===== src/rtl/skid_reg_32_pkg.sv =====
// Shared definitions for the skid_reg_32 slice: the controller state encoding
// and the default data path width.
package skid_reg_32_pkg;

  localparam int unsigned DefaultWidth = 32;

  // EMPTY: no beats, FULL: main valid, SKID: main and skid valid.
  typedef enum logic [1:0] {
    StEmpty = 2'd0,
    StFull  = 2'd1,
    StSkid  = 2'd2
  } state_e;

endpackage


===== src/rtl/skid_ctrl.sv =====
// Control FSM for the two-entry skid register.
// Ports:
//   clk, clr_n            clock, asynchronous active-low reset
//   flush                 synchronous drop-all request
//   in_valid, out_ready   upstream valid / downstream ready
//   in_ready, out_valid   handshake outputs, decoded from registered state only
//   occupancy             held beats (0..2)
//   load_main, load_skid  datapath register enables
//   sel_skid              main loads from skid instead of in_data
module skid_ctrl
  import skid_reg_32_pkg::*;
(
  input  logic       clk,
  input  logic       clr_n,
  input  logic       flush,
  input  logic       in_valid,
  input  logic       out_ready,
  output logic       in_ready,
  output logic       out_valid,
  output logic [1:0] occupancy,
  output logic       load_main,
  output logic       load_skid,
  output logic       sel_skid
);

  state_e state_q, state_d;

  always_ff @(posedge clk or negedge clr_n) begin
    if (!clr_n) begin
      state_q <= StEmpty;
    end else begin
      state_q <= state_d;
    end
  end

  // Handshake outputs come from state_q alone so in_ready never sees out_ready.
  always_comb begin
    in_ready  = (state_q != StSkid);
    out_valid = (state_q != StEmpty);
    occupancy = 2'd0;
    unique case (state_q)
      StFull:  occupancy = 2'd1;
      StSkid:  occupancy = 2'd2;
      default: occupancy = 2'd0;
    endcase
  end

  always_comb begin
    state_d   = state_q;
    load_main = 1'b0;
    load_skid = 1'b0;
    sel_skid  = 1'b0;
    if (flush) begin
      // Storage is left untouched; any beat handshaken this cycle is dropped.
      state_d = StEmpty;
    end else begin
      unique case (state_q)
        StEmpty: begin
          if (in_valid) begin
            load_main = 1'b1;
            state_d   = StFull;
          end
        end
        StFull: begin
          if (in_valid && out_ready) begin
            load_main = 1'b1;
          end else if (out_ready) begin
            state_d = StEmpty;
          end else if (in_valid) begin
            load_skid = 1'b1;
            state_d   = StSkid;
          end
        end
        StSkid: begin
          if (out_ready) begin
            load_main = 1'b1;
            sel_skid  = 1'b1;
            state_d   = StFull;
          end
        end
        default: state_d = StEmpty;
      endcase
    end
  end

endmodule


===== src/rtl/skid_reg_32.sv =====
// Two-entry skid register: fully registered valid/ready stage that sustains one
// beat per cycle without a combinational path from out_ready to in_ready.
// Ports:
//   clk, clr_n                    clock, asynchronous active-low reset
//   flush                         synchronous drop-all (storage contents kept)
//   in_valid, in_ready, in_data   upstream handshake and payload
//   out_valid, out_ready, out_data downstream handshake and head payload
//   occupancy                     held beats (0..2)
module skid_reg_32
  import skid_reg_32_pkg::*;
#(
  parameter int unsigned WIDTH = DefaultWidth
) (
  input  logic             clk,
  input  logic             clr_n,
  input  logic             flush,
  input  logic             in_valid,
  output logic             in_ready,
  input  logic [WIDTH-1:0] in_data,
  output logic             out_valid,
  input  logic             out_ready,
  output logic [WIDTH-1:0] out_data,
  output logic [1:0]       occupancy
);

  logic             load_main, load_skid, sel_skid;
  logic [WIDTH-1:0] main_q, skid_q;

  skid_ctrl u_ctrl (
    .clk       (clk),
    .clr_n     (clr_n),
    .flush     (flush),
    .in_valid  (in_valid),
    .out_ready (out_ready),
    .in_ready  (in_ready),
    .out_valid (out_valid),
    .occupancy (occupancy),
    .load_main (load_main),
    .load_skid (load_skid),
    .sel_skid  (sel_skid)
  );

  always_ff @(posedge clk or negedge clr_n) begin
    if (!clr_n) begin
      main_q <= '0;
    end else if (load_main) begin
      main_q <= sel_skid ? skid_q : in_data;
    end
  end

  always_ff @(posedge clk or negedge clr_n) begin
    if (!clr_n) begin
      skid_q <= '0;
    end else if (load_skid) begin
      skid_q <= in_data;
    end
  end

  // Main keeps its last value when empty; consumers qualify with out_valid.
  assign out_data = main_q;

endmodule


===== config.mk =====
export PLATFORM = sky130hd
export DESIGN_NAME = skid_reg_32
export DESIGN_NICKNAME = d
export VERILOG_FILES = /design/src/rtl/skid_reg_32_pkg.sv /design/src/rtl/skid_ctrl.sv /design/src/rtl/skid_reg_32.sv
export SDC_FILE = /design/constraint.sdc
export NUM_CORES = 1
export LEC_CHECK = 0
export BUFFER_PORTS_ARGS = -buffer_cell sky130_fd_sc_hd__buf_4
export CORE_UTILIZATION = 33
export CTS_CLUSTER_DIAMETER = 200
export DETAILED_ROUTE_END_ITERATION = 10
export SKIP_CTS_REPAIR_TIMING = 1
export SYNTH_ARGS = -nofsm -noshare
export SYNTH_HDL_FRONTEND = slang
export SYNTH_SLANG_ARGS = --single-unit

===== constraint.sdc =====
create_clock -name clk -period 2.9 [get_ports clk]
set_clock_uncertainty 0.2 [all_clocks]
set_input_delay 0.29 -clock clk [delete_from_list [all_inputs] [get_ports clk]]
set_output_delay 0.29 -clock clk [all_outputs]
set_load 0.02 [all_outputs]

==> results of run 1 <==
==> worst paths after layout <==
check / slack, ns / from / end
max: 0.63 / flush / skid_q[23]$_DFFE_PN0P_
min: 0.02 / in_data[17] / skid_q[17]$_DFFE_PN0P_
max reg2reg: 0.73 / u_ctrl.state_q[1]$_DFFE_PN0P_ / out_data[26]$_DFFE_PN0P_
min reg2reg: 0.30 / skid_q[2]$_DFFE_PN0P_ / skid_q[2]$_DFFE_PN0P_
max in group asynchronous: 1.54 / clr_n / skid_q[0]$_DFFE_PN0P_
min in group asynchronous: 0.41 / clr_n / out_data[14]$_DFFE_PN0P_
==> layout make-up <==
| type | count | area [µm²] | area share [%] |
|---|---|---|---|
| Tap cell | 108 | 135.1 | 3.197 |
| Clock inverter | 3 | 40.04 | 0.9473 |
| Inverter | 1 | 3.754 | 0.08881 |
| Timing Repair Buffer | 109 | 910.9 | 21.55 |
| Clock buffer | 12 | 145.1 | 3.434 |
| Multi-Input combinational cell | 112 | 1340 | 31.71 |
| Sequential cell | 66 | 1652 | 39.08 |
==> cell usage after synthesis (all sizes together) <==
cell and instances:
dfrtp 66, nand2b 2, o21bai 1, mux2 96, buf 9, nand3 1
a21oi 2, nor2 1, nor3b 2, inv 1, nand2 2, and2b 3
or2 1, o21ai 1
==> through the flow <==
stage          area, µm²  setup slack, ns  utilization, %  hold WS, ns
3_5_place_dp        3721           0.6978           41.85       0.2573
4_1_cts             3906           0.6900           43.93      -0.1142
5_1_grt             4227           0.4956           47.54     0.002939
6_report            4227           0.6296           47.54      0.01528
3_3_place_gp        3721           0.7247           41.85       0.2524
2_1_floorplan       3078           0.9241               -      -0.2056
==> routing by layer <==
layer / routed length (µm) / part of all wire, % / GRT usage [%] / up-vias
met3: 262 / 4.4 / 5.177 / 6
met1: 2787 / 47 / 16.65 / 889
met2: 2880 / 48 / 19.45 / 52
li1: - / - / - / 891
met4: 59 / 0.99 / 4.363 / 0
met5: 0 / 0 / 0 / -
==> worst register-to-register path, cell delays in order, from the launching register on <==
cell	delay, ns
dfrtp_1	0.43
and2b_4	0.30
nand2b_1	0.10
a21oi_4	0.42
buf_4	0.29
mux2_4	0.32
==> logic make-up (layout without fill, tap and decap cells) <==
logic type	Yosys count	count (layout)
muxes	96	96
buffers and inverters	10	125
and+or+nand+nor	12	12
AOI/OAI and AO/OA	4	4
DFF	66	66
==> power by group <==
| part | total, mW | switching [mW] | internal, mW |
|---|---|---|---|
| combinational | 0.706 | 0.281 | 0.425 |
| sequential | 1.25 | 0.111 | 1.14 |
| clock | 0.742 | 0.328 | 0.414 |
==> sequential cells by signal (all words and copies together) (netlist names) <==
register and flops:
u_ctrl.state_q 2, out_data 32, skid_q 32
==> flow_results.xml, run 1 <==
<?xml version="1.0" encoding="UTF-8"?>
<metrics>
  <group name="global_route">
    <metric name="grt_start_max_net_pins" unit="">67</metric>
    <metric name="grt_pass1_wl" unit="µm">9549</metric>
    <metric name="globalRouteOverflowTotal" unit="">0</metric>
    <metric name="initial_antenna_violation_count" unit="">0</metric>
    <metric name="grt_pass1_vias" unit="">1853</metric>
    <metric name="grt.total_usage" unit="%">12.83</metric>
  </group>
  <group name="clock_network">
    <metric name="ctsRootBufferMaster" unit="">clkbuf_8</metric>
    <metric name="clkLatencyLatePin" unit="ns">0.33</metric>
    <metric name="clk_path_buf_depth" unit="">2</metric>
    <metric name="numCtsBuffers" unit="">9</metric>
    <metric name="cts.htree.levels" unit="">3</metric>
    <metric name="cts.sink_count" unit="">66</metric>
    <metric name="worst_setup_hold_path_clk_slew" unit="ns">0.07</metric>
    <metric name="tritoncts_clock_tree" unit="">built</metric>
  </group>
  <group name="sta">
    <metric name="worst-slew-pin-transition" unit="ns">0.8447</metric>
    <metric name="slew_viol_final" unit="">0</metric>
    <metric name="report.final.setup_viol" unit="">0</metric>
    <metric name="grt_setup_unrepaired" unit="">no</metric>
    <metric name="total_neg_setup_slack" unit="ns">0</metric>
    <metric name="timing_hold_violations_final" unit="">0</metric>
    <metric name="timing.final.crit_period" unit="ns">2.270</metric>
    <metric name="min_period_over_period" unit="%">78.29</metric>
    <metric name="maximum_frequency_from_static_timing_analysis" unit="MHz">440.5</metric>
    <metric name="maxSlewHeadroom" unit="%">43.69</metric>
  </group>
  <group name="layout">
    <metric name="layout.cells.most_common_list" unit="">buf_4 (76), mux2_2 (66), dfrtp_1 (66)</metric>
    <metric name="net_count_reported_at_finish" unit="">336</metric>
    <metric name="synth_to_layout_area_growth" unit="%">37.32</metric>
    <metric name="nFillCells" unit="">799</metric>
    <metric name="mostFrequentLayoutCell" unit="">buf_4</metric>
    <metric name="instances_no_fill" unit="">411</metric>
    <metric name="antenna-diode-count" unit="">0</metric>
    <metric name="proportion_of_layout_cells_with_a_drive_suffix_above_1" unit="%">64.69</metric>
  </group>
  <group name="critical_path">
    <metric name="worst-setup-path-type" unit="">input port to flip-flop</metric>
    <metric name="slowest_delay" unit="ns">0.54</metric>
    <metric name="endpoint_kind" unit="">flip-flop</metric>
    <metric name="critical_path_cell_count" unit="">6</metric>
    <metric name="critical_path_required" unit="ns">2.92</metric>
    <metric name="worst-path-buf-inv" unit="">3</metric>
    <metric name="timing.critical_path.cells" unit="">dlygate4sd3_1, buf_4, nor2_1, nand3_2, buf_4, mux2_2</metric>
    <metric name="worst_path_most_repeated_cell" unit="">buf_4</metric>
    <metric name="crit_fanout" unit="">19</metric>
    <metric name="timing.critical_path.slowest_stage_cell" unit="">dlygate4sd3_1</metric>
    <metric name="worst-r2r-cell-count" unit="">5</metric>
    <metric name="startpoint_kind_of_the_worst_setup_timing_path" unit="">input port</metric>
    <metric name="timing.critical_path.max_delay_family" unit="">buffers and inverters</metric>
    <metric name="cp_data_arrival_time" unit="ns">2.29</metric>
  </group>
  <group name="yosys">
    <metric name="register_area_share_after_synthesis" unit="%">53.66</metric>
    <metric name="ys.warnings.count" unit="">0</metric>
    <metric name="yosys.area_share.xor_xnor" unit="%">0</metric>
    <metric name="synth_simple_gate_area_share" unit="%">3.293</metric>
    <metric name="synth_compound_area_share" unit="%">1.463</metric>
    <metric name="netlist_top_cells_area" unit="">dfrtp_1 (54%), mux2_2 (24%), mux2_4 (15%)</metric>
    <metric name="synth.ff_latch_count" unit="">66</metric>
    <metric name="mappedNetlistArea" unit="µm²">3078</metric>
    <metric name="synth_top_area_share" unit="%">53.66</metric>
    <metric name="largest_family_of_logic_cells_by_synthesized_area" unit="">multiplexers</metric>
    <metric name="post_syn_area_per_cell" unit="µm²">16.37</metric>
    <metric name="synthMuxAreaShare" unit="%">38.78</metric>
    <metric name="net_count_synth" unit="">225</metric>
    <metric name="synth_area_leader_cell" unit="">dfrtp_1</metric>
    <metric name="synth_adder_area_share" unit="%">0</metric>
    <metric name="synth_cell_types" unit="">20</metric>
    <metric name="post_synth_inst_count" unit="">188</metric>
  </group>
  <group name="floorplanning">
    <metric name="row_count" unit="">34</metric>
    <metric name="initial_core_util" unit="%">34.62</metric>
    <metric name="dieArea" unit="µm²">9717</metric>
    <metric name="die_height" unit="µm">98.58</metric>
    <metric name="io_pins" unit="">73</metric>
    <metric name="core" unit="µm²">8891</metric>
    <metric name="chipWidth" unit="µm">98.58</metric>
  </group>
  <group name="drt">
    <metric name="drt_iter0_drc" unit="">26</metric>
    <metric name="vias" unit="">1838</metric>
    <metric name="final_routed_wirelength" unit="µm">5988</metric>
    <metric name="avgRoutedWirePerCell" unit="µm">14.57</metric>
    <metric name="drt.antenna.violating_nets" unit="">0</metric>
    <metric name="viasPerCell" unit="">4.472</metric>
    <metric name="post-route-drc-count" unit="">0</metric>
    <metric name="drt-pass1-iter-count" unit="">4</metric>
  </group>
  <group name="place">
    <metric name="placedCellCount" unit="">364</metric>
    <metric name="gp_routability_congestion" unit="">0.7077</metric>
    <metric name="number_of_input_and_output_port_buffers_inserted" unit="">72</metric>
    <metric name="hpwlAfterDp" unit="µm">3832</metric>
  </group>
  <group name="pwr">
    <metric name="vdd.ir_drop.worst" unit="mV">0.3377</metric>
    <metric name="p_leak" unit="nW">1.958</metric>
    <metric name="power.density" unit="nW/µm²">638.2</metric>
    <metric name="power.total" unit="mW">2.697</metric>
  </group>
  <group name="worst_hold_path">
    <metric name="hold_path_depth" unit="">2</metric>
    <metric name="min_delay_path_class" unit="">input port to flip-flop</metric>
  </group>
  <group name="outcome">
    <metric name="status" unit="">completed</metric>
  </group>
  <group name="job">
    <metric name="cap_violations" unit="">0</metric>
  </group>
</metrics>
Power figures use the tool's default switching activity.
==> run 2: changes to the inputs <==
ABC_AREA = 1   (was unset)
clock period = 2.2 ns   (was 2.9 ns; I/O delays follow)
==> run 2 against run 1 <==
Critical path depth unchanged; global-route usage increased by 2.5 points; first-iteration DRC count increased to 4.6 times the previous value; sequential share of layout area decreased by 1.7 points; design area increased by 4.6%; total power increased by 50%; non-clock buffer count increased by 3; die area increased by 3.7%; critical path type is now flip-flop to flip-flop; critical endpoint is now out_data[27]$_DFFE_PN0P_.
==> flow_results.xml, run 2 <==
<?xml version="1.0" encoding="UTF-8"?>
<metrics>
  <group name="outcome">
    <metric name="status" unit="">completed</metric>
  </group>
  <group name="floorplanning">
    <metric name="die_height" unit="µm">100.4</metric>
    <metric name="row_count" unit="">35</metric>
    <metric name="chipWidth" unit="µm">100.4</metric>
    <metric name="dieArea" unit="µm²">10080</metric>
    <metric name="core" unit="µm²">9328</metric>
    <metric name="initial_core_util" unit="%">34.26</metric>
    <metric name="io_pins" unit="">73</metric>
  </group>
  <group name="sta">
    <metric name="maxSlewHeadroom" unit="%">42.97</metric>
    <metric name="worst-slew-pin-transition" unit="ns">0.8554</metric>
    <metric name="report.final.setup_viol" unit="">0</metric>
    <metric name="slew_viol_final" unit="">0</metric>
    <metric name="min_period_over_period" unit="%">75.23</metric>
    <metric name="maximum_frequency_from_static_timing_analysis" unit="MHz">604.2</metric>
    <metric name="total_neg_setup_slack" unit="ns">0</metric>
    <metric name="timing_hold_violations_final" unit="">0</metric>
    <metric name="timing.final.crit_period" unit="ns">1.655</metric>
    <metric name="grt_setup_unrepaired" unit="">no</metric>
    <metric name="fin_ws" unit="ns">0.5449</metric>
  </group>
  <group name="pwr">
    <metric name="p_leak" unit="nW">2.409</metric>
    <metric name="power.density" unit="nW/µm²">918.3</metric>
    <metric name="vdd.ir_drop.worst" unit="mV">0.4958</metric>
  </group>
  <group name="yosys">
    <metric name="post_synth_inst_count" unit="">404</metric>
    <metric name="synth.ff_latch_count" unit="">66</metric>
    <metric name="net_count_synth" unit="">441</metric>
    <metric name="synth_simple_gate_area_share" unit="%">27.76</metric>
    <metric name="synth_async_sr_flop_share" unit="%">100.0</metric>
    <metric name="synth_cell_types" unit="">18</metric>
    <metric name="ys.warnings.count" unit="">0</metric>
    <metric name="yosys.cell_count.top_type" unit="">nand2_1</metric>
    <metric name="synth_area_leader_cell" unit="">dfrtp_1</metric>
    <metric name="synthMuxAreaShare" unit="%">0</metric>
    <metric name="yosys.area_share.xor_xnor" unit="%">0</metric>
    <metric name="synth_compound_area_share" unit="%">8.144</metric>
    <metric name="register_area_share_after_synthesis" unit="%">51.68</metric>
    <metric name="synth_top_area_share" unit="%">51.68</metric>
    <metric name="synth_commonest_cells" unit="">nand2_1 (170), inv_1 (67), dfrtp_1 (66), nand3_1 (34), o21ai_2 (23)</metric>
    <metric name="netlist_top_cells_area" unit="">dfrtp_1 (52%), nand2_1 (20%), inv_1 (7.9%)</metric>
    <metric name="post_syn_area_per_cell" unit="µm²">7.910</metric>
    <metric name="mappedNetlistArea" unit="µm²">3196</metric>
    <metric name="synth_enable_flop_cells" unit="">0</metric>
    <metric name="largest_family_of_logic_cells_by_synthesized_area" unit="">simple AND/OR/NAND/NOR gates</metric>
    <metric name="synth_adder_area_share" unit="%">0</metric>
    <metric name="dominantRegCellSynth" unit="">dfrtp_1</metric>
  </group>
  <group name="place">
    <metric name="hpwlAfterDp" unit="µm">4587</metric>
    <metric name="detailedPlace.worstSlack" unit="ns">0.5422</metric>
    <metric name="number_of_input_and_output_port_buffers_inserted" unit="">72</metric>
    <metric name="gp_routability_congestion" unit="">0.7449</metric>
  </group>
  <group name="critical_path">
    <metric name="endpoint_kind" unit="">flip-flop</metric>
    <metric name="setup.reg_to_reg.worst_slack" unit="ns">0.54</metric>
    <metric name="worst-r2r-cell-count" unit="">6</metric>
    <metric name="worst-path-buf-inv" unit="">2</metric>
    <metric name="timing.critical_path.cells" unit="">inv_2, nand3_2, a21oi_4, inv_2, nand2_1, nand2_1</metric>
    <metric name="cp_data_arrival_time" unit="ns">1.74</metric>
    <metric name="r2r-end" unit="">out_data[27]$_DFFE_PN0P_</metric>
    <metric name="slowest_delay" unit="ns">0.48</metric>
    <metric name="crit_fanout" unit="">32</metric>
    <metric name="worstReg2RegStart" unit="">u_ctrl.state_q[0]$_DFFE_PN0P_</metric>
    <metric name="timing.critical_path.slowest_stage_cell" unit="">dfrtp_1</metric>
    <metric name="timing.critical_path.max_delay_family" unit="">buffers and inverters</metric>
    <metric name="worst-setup-path-type" unit="">flip-flop to flip-flop</metric>
    <metric name="startpoint_kind_of_the_worst_setup_timing_path" unit="">flip-flop</metric>
    <metric name="critical_path_required" unit="ns">2.28</metric>
  </group>
  <group name="worst_hold_path">
    <metric name="holdCritStartpoint" unit="">flush</metric>
    <metric name="min_delay_worst_endpoint" unit="">u_ctrl.state_q[0]$_DFFE_PN0P_</metric>
    <metric name="min_delay_path_class" unit="">input port to flip-flop</metric>
    <metric name="hold_path_depth" unit="">4</metric>
  </group>
  <group name="drt">
    <metric name="vias" unit="">2742</metric>
    <metric name="drt.antenna.violating_nets" unit="">0</metric>
    <metric name="avgRoutedWirePerCell" unit="µm">11.33</metric>
    <metric name="drt-pass1-iter-count" unit="">5</metric>
    <metric name="drt_iter0_drc" unit="">120</metric>
    <metric name="final_routed_wirelength" unit="µm">7274</metric>
    <metric name="viasPerCell" unit="">4.271</metric>
    <metric name="post-route-drc-count" unit="">0</metric>
  </group>
  <group name="layout">
    <metric name="antenna-diode-count" unit="">0</metric>
    <metric name="synth_to_layout_area_growth" unit="%">38.29</metric>
    <metric name="proportion_of_layout_cells_with_a_drive_suffix_above_1" unit="%">25.15</metric>
    <metric name="multiInputGateArea" unit="µm²">1164</metric>
    <metric name="mostFrequentLayoutCell" unit="">nand2_1</metric>
    <metric name="net_count_reported_at_finish" unit="">545</metric>
    <metric name="regArea" unit="µm²">1652</metric>
    <metric name="nFillCells" unit="">925</metric>
    <metric name="layout.cells.most_common_list" unit="">nand2_1 (170), buf_4 (78), inv_1 (67)</metric>
  </group>
  <group name="global_route">
    <metric name="grt_pass1_wl" unit="µm">11920</metric>
    <metric name="grt.total_usage" unit="%">15.37</metric>
    <metric name="globalRouteOverflowTotal" unit="">0</metric>
    <metric name="grt_pass1_vias" unit="">2506</metric>
    <metric name="initial_antenna_violation_count" unit="">0</metric>
    <metric name="grt_start_max_net_pins" unit="">67</metric>
  </group>
  <group name="clock_network">
    <metric name="cts.htree.levels" unit="">3</metric>
    <metric name="clkLatencyLatePin" unit="ns">0.34</metric>
    <metric name="clk_path_buf_depth" unit="">2</metric>
    <metric name="ctsRootBufferMaster" unit="">clkbuf_8</metric>
    <metric name="cts.sink_count" unit="">66</metric>
    <metric name="numCtsBuffers" unit="">9</metric>
    <metric name="tritoncts_clock_tree" unit="">built</metric>
    <metric name="worst_setup_hold_path_clk_slew" unit="ns">0.08</metric>
  </group>
  <group name="job">
    <metric name="cap_violations" unit="">0</metric>
  </group>
</metrics>
[run 2: where the power goes]
part	switching [mW]	internal (mW)
Sequential	0.195	1.55
Combinational	0.589	0.485
Clock	0.489	0.753
[run 2: logic make-up (layout without fill, tap and decap cells)]
family | count (synthesis) | count (layout)
compound gates | 34 | 34
simple gates | 214 | 214
flops | 66 | 66
buf+inv | 90 | 199
[run 2: worst max path at each step]
| stage | start | end | slack (ns) | depth (start not counted) |
|---|---|---|---|---|
| 2_1_floorplan | u_ctrl.state_q[0]$_DFFE_PN0P_ | skid_q[24]$_DFFE_PN0P_ | 0.67 | 7 |
| 3_3_place_gp | u_ctrl.state_q[0]$_DFFE_PN0P_ | out_data[19]$_DFFE_PN0P_ | 0.59 | 6 |
| 3_5_place_dp | u_ctrl.state_q[0]$_DFFE_PN0P_ | out_data[27]$_DFFE_PN0P_ | 0.54 | 6 |
| 4_1_cts | u_ctrl.state_q[0]$_DFFE_PN0P_ | occupancy[0] | 0.53 | 3 |
| 5_1_grt | u_ctrl.state_q[0]$_DFFE_PN0P_ | out_data[9]$_DFFE_PN0P_ | 0.36 | 6 |
| 6_report | u_ctrl.state_q[0]$_DFFE_PN0P_ | out_data[27]$_DFFE_PN0P_ | 0.54 | 6 |
[run 2: routing by layer]
metal  up-vias  global-route usage, %  routed length [µm]
met5         -                      0                   0
met4         0                  7.023                 106
met3        11                  3.203                 299
met2        67                  24.24                3494
met1      1243                  20.34                3373
li1       1421                      -                   -
[run 2: final cells by class]
type	count	area share (%)
clock inverters	7	2.633
multi-input cells	248	26.33
inverters	71	6.031
repair buffers	112	21.18
clock buffers	9	2.803
flip-flops and latches	66	37.37
well taps	129	3.652
[run 2: metrics by stage]
step	util (%)	cells	hold slack [ns]	power (mW)	area, µm²
after detailed placement	41.26	593	0.1861	2.803	3849
after floorplan	-	404	-0.2756	2.393	3196
final	47.38	642	0.01036	4.058	4419
after global routing	47.38	642	0.01919	4.315	4419
after global placement	41.26	593	0.1924	2.773	3849
after CTS	43.84	609	-0.1885	4.065	4089
[run 2: worst reg2reg max path: cells and delay by family (launching register included)]
family	cells	cell delay, ns
and+or+nand+nor	3	0.32
DFF	1	0.48
AOI/OAI and AO/OA	1	0.07
buffers and inverters	2	0.54
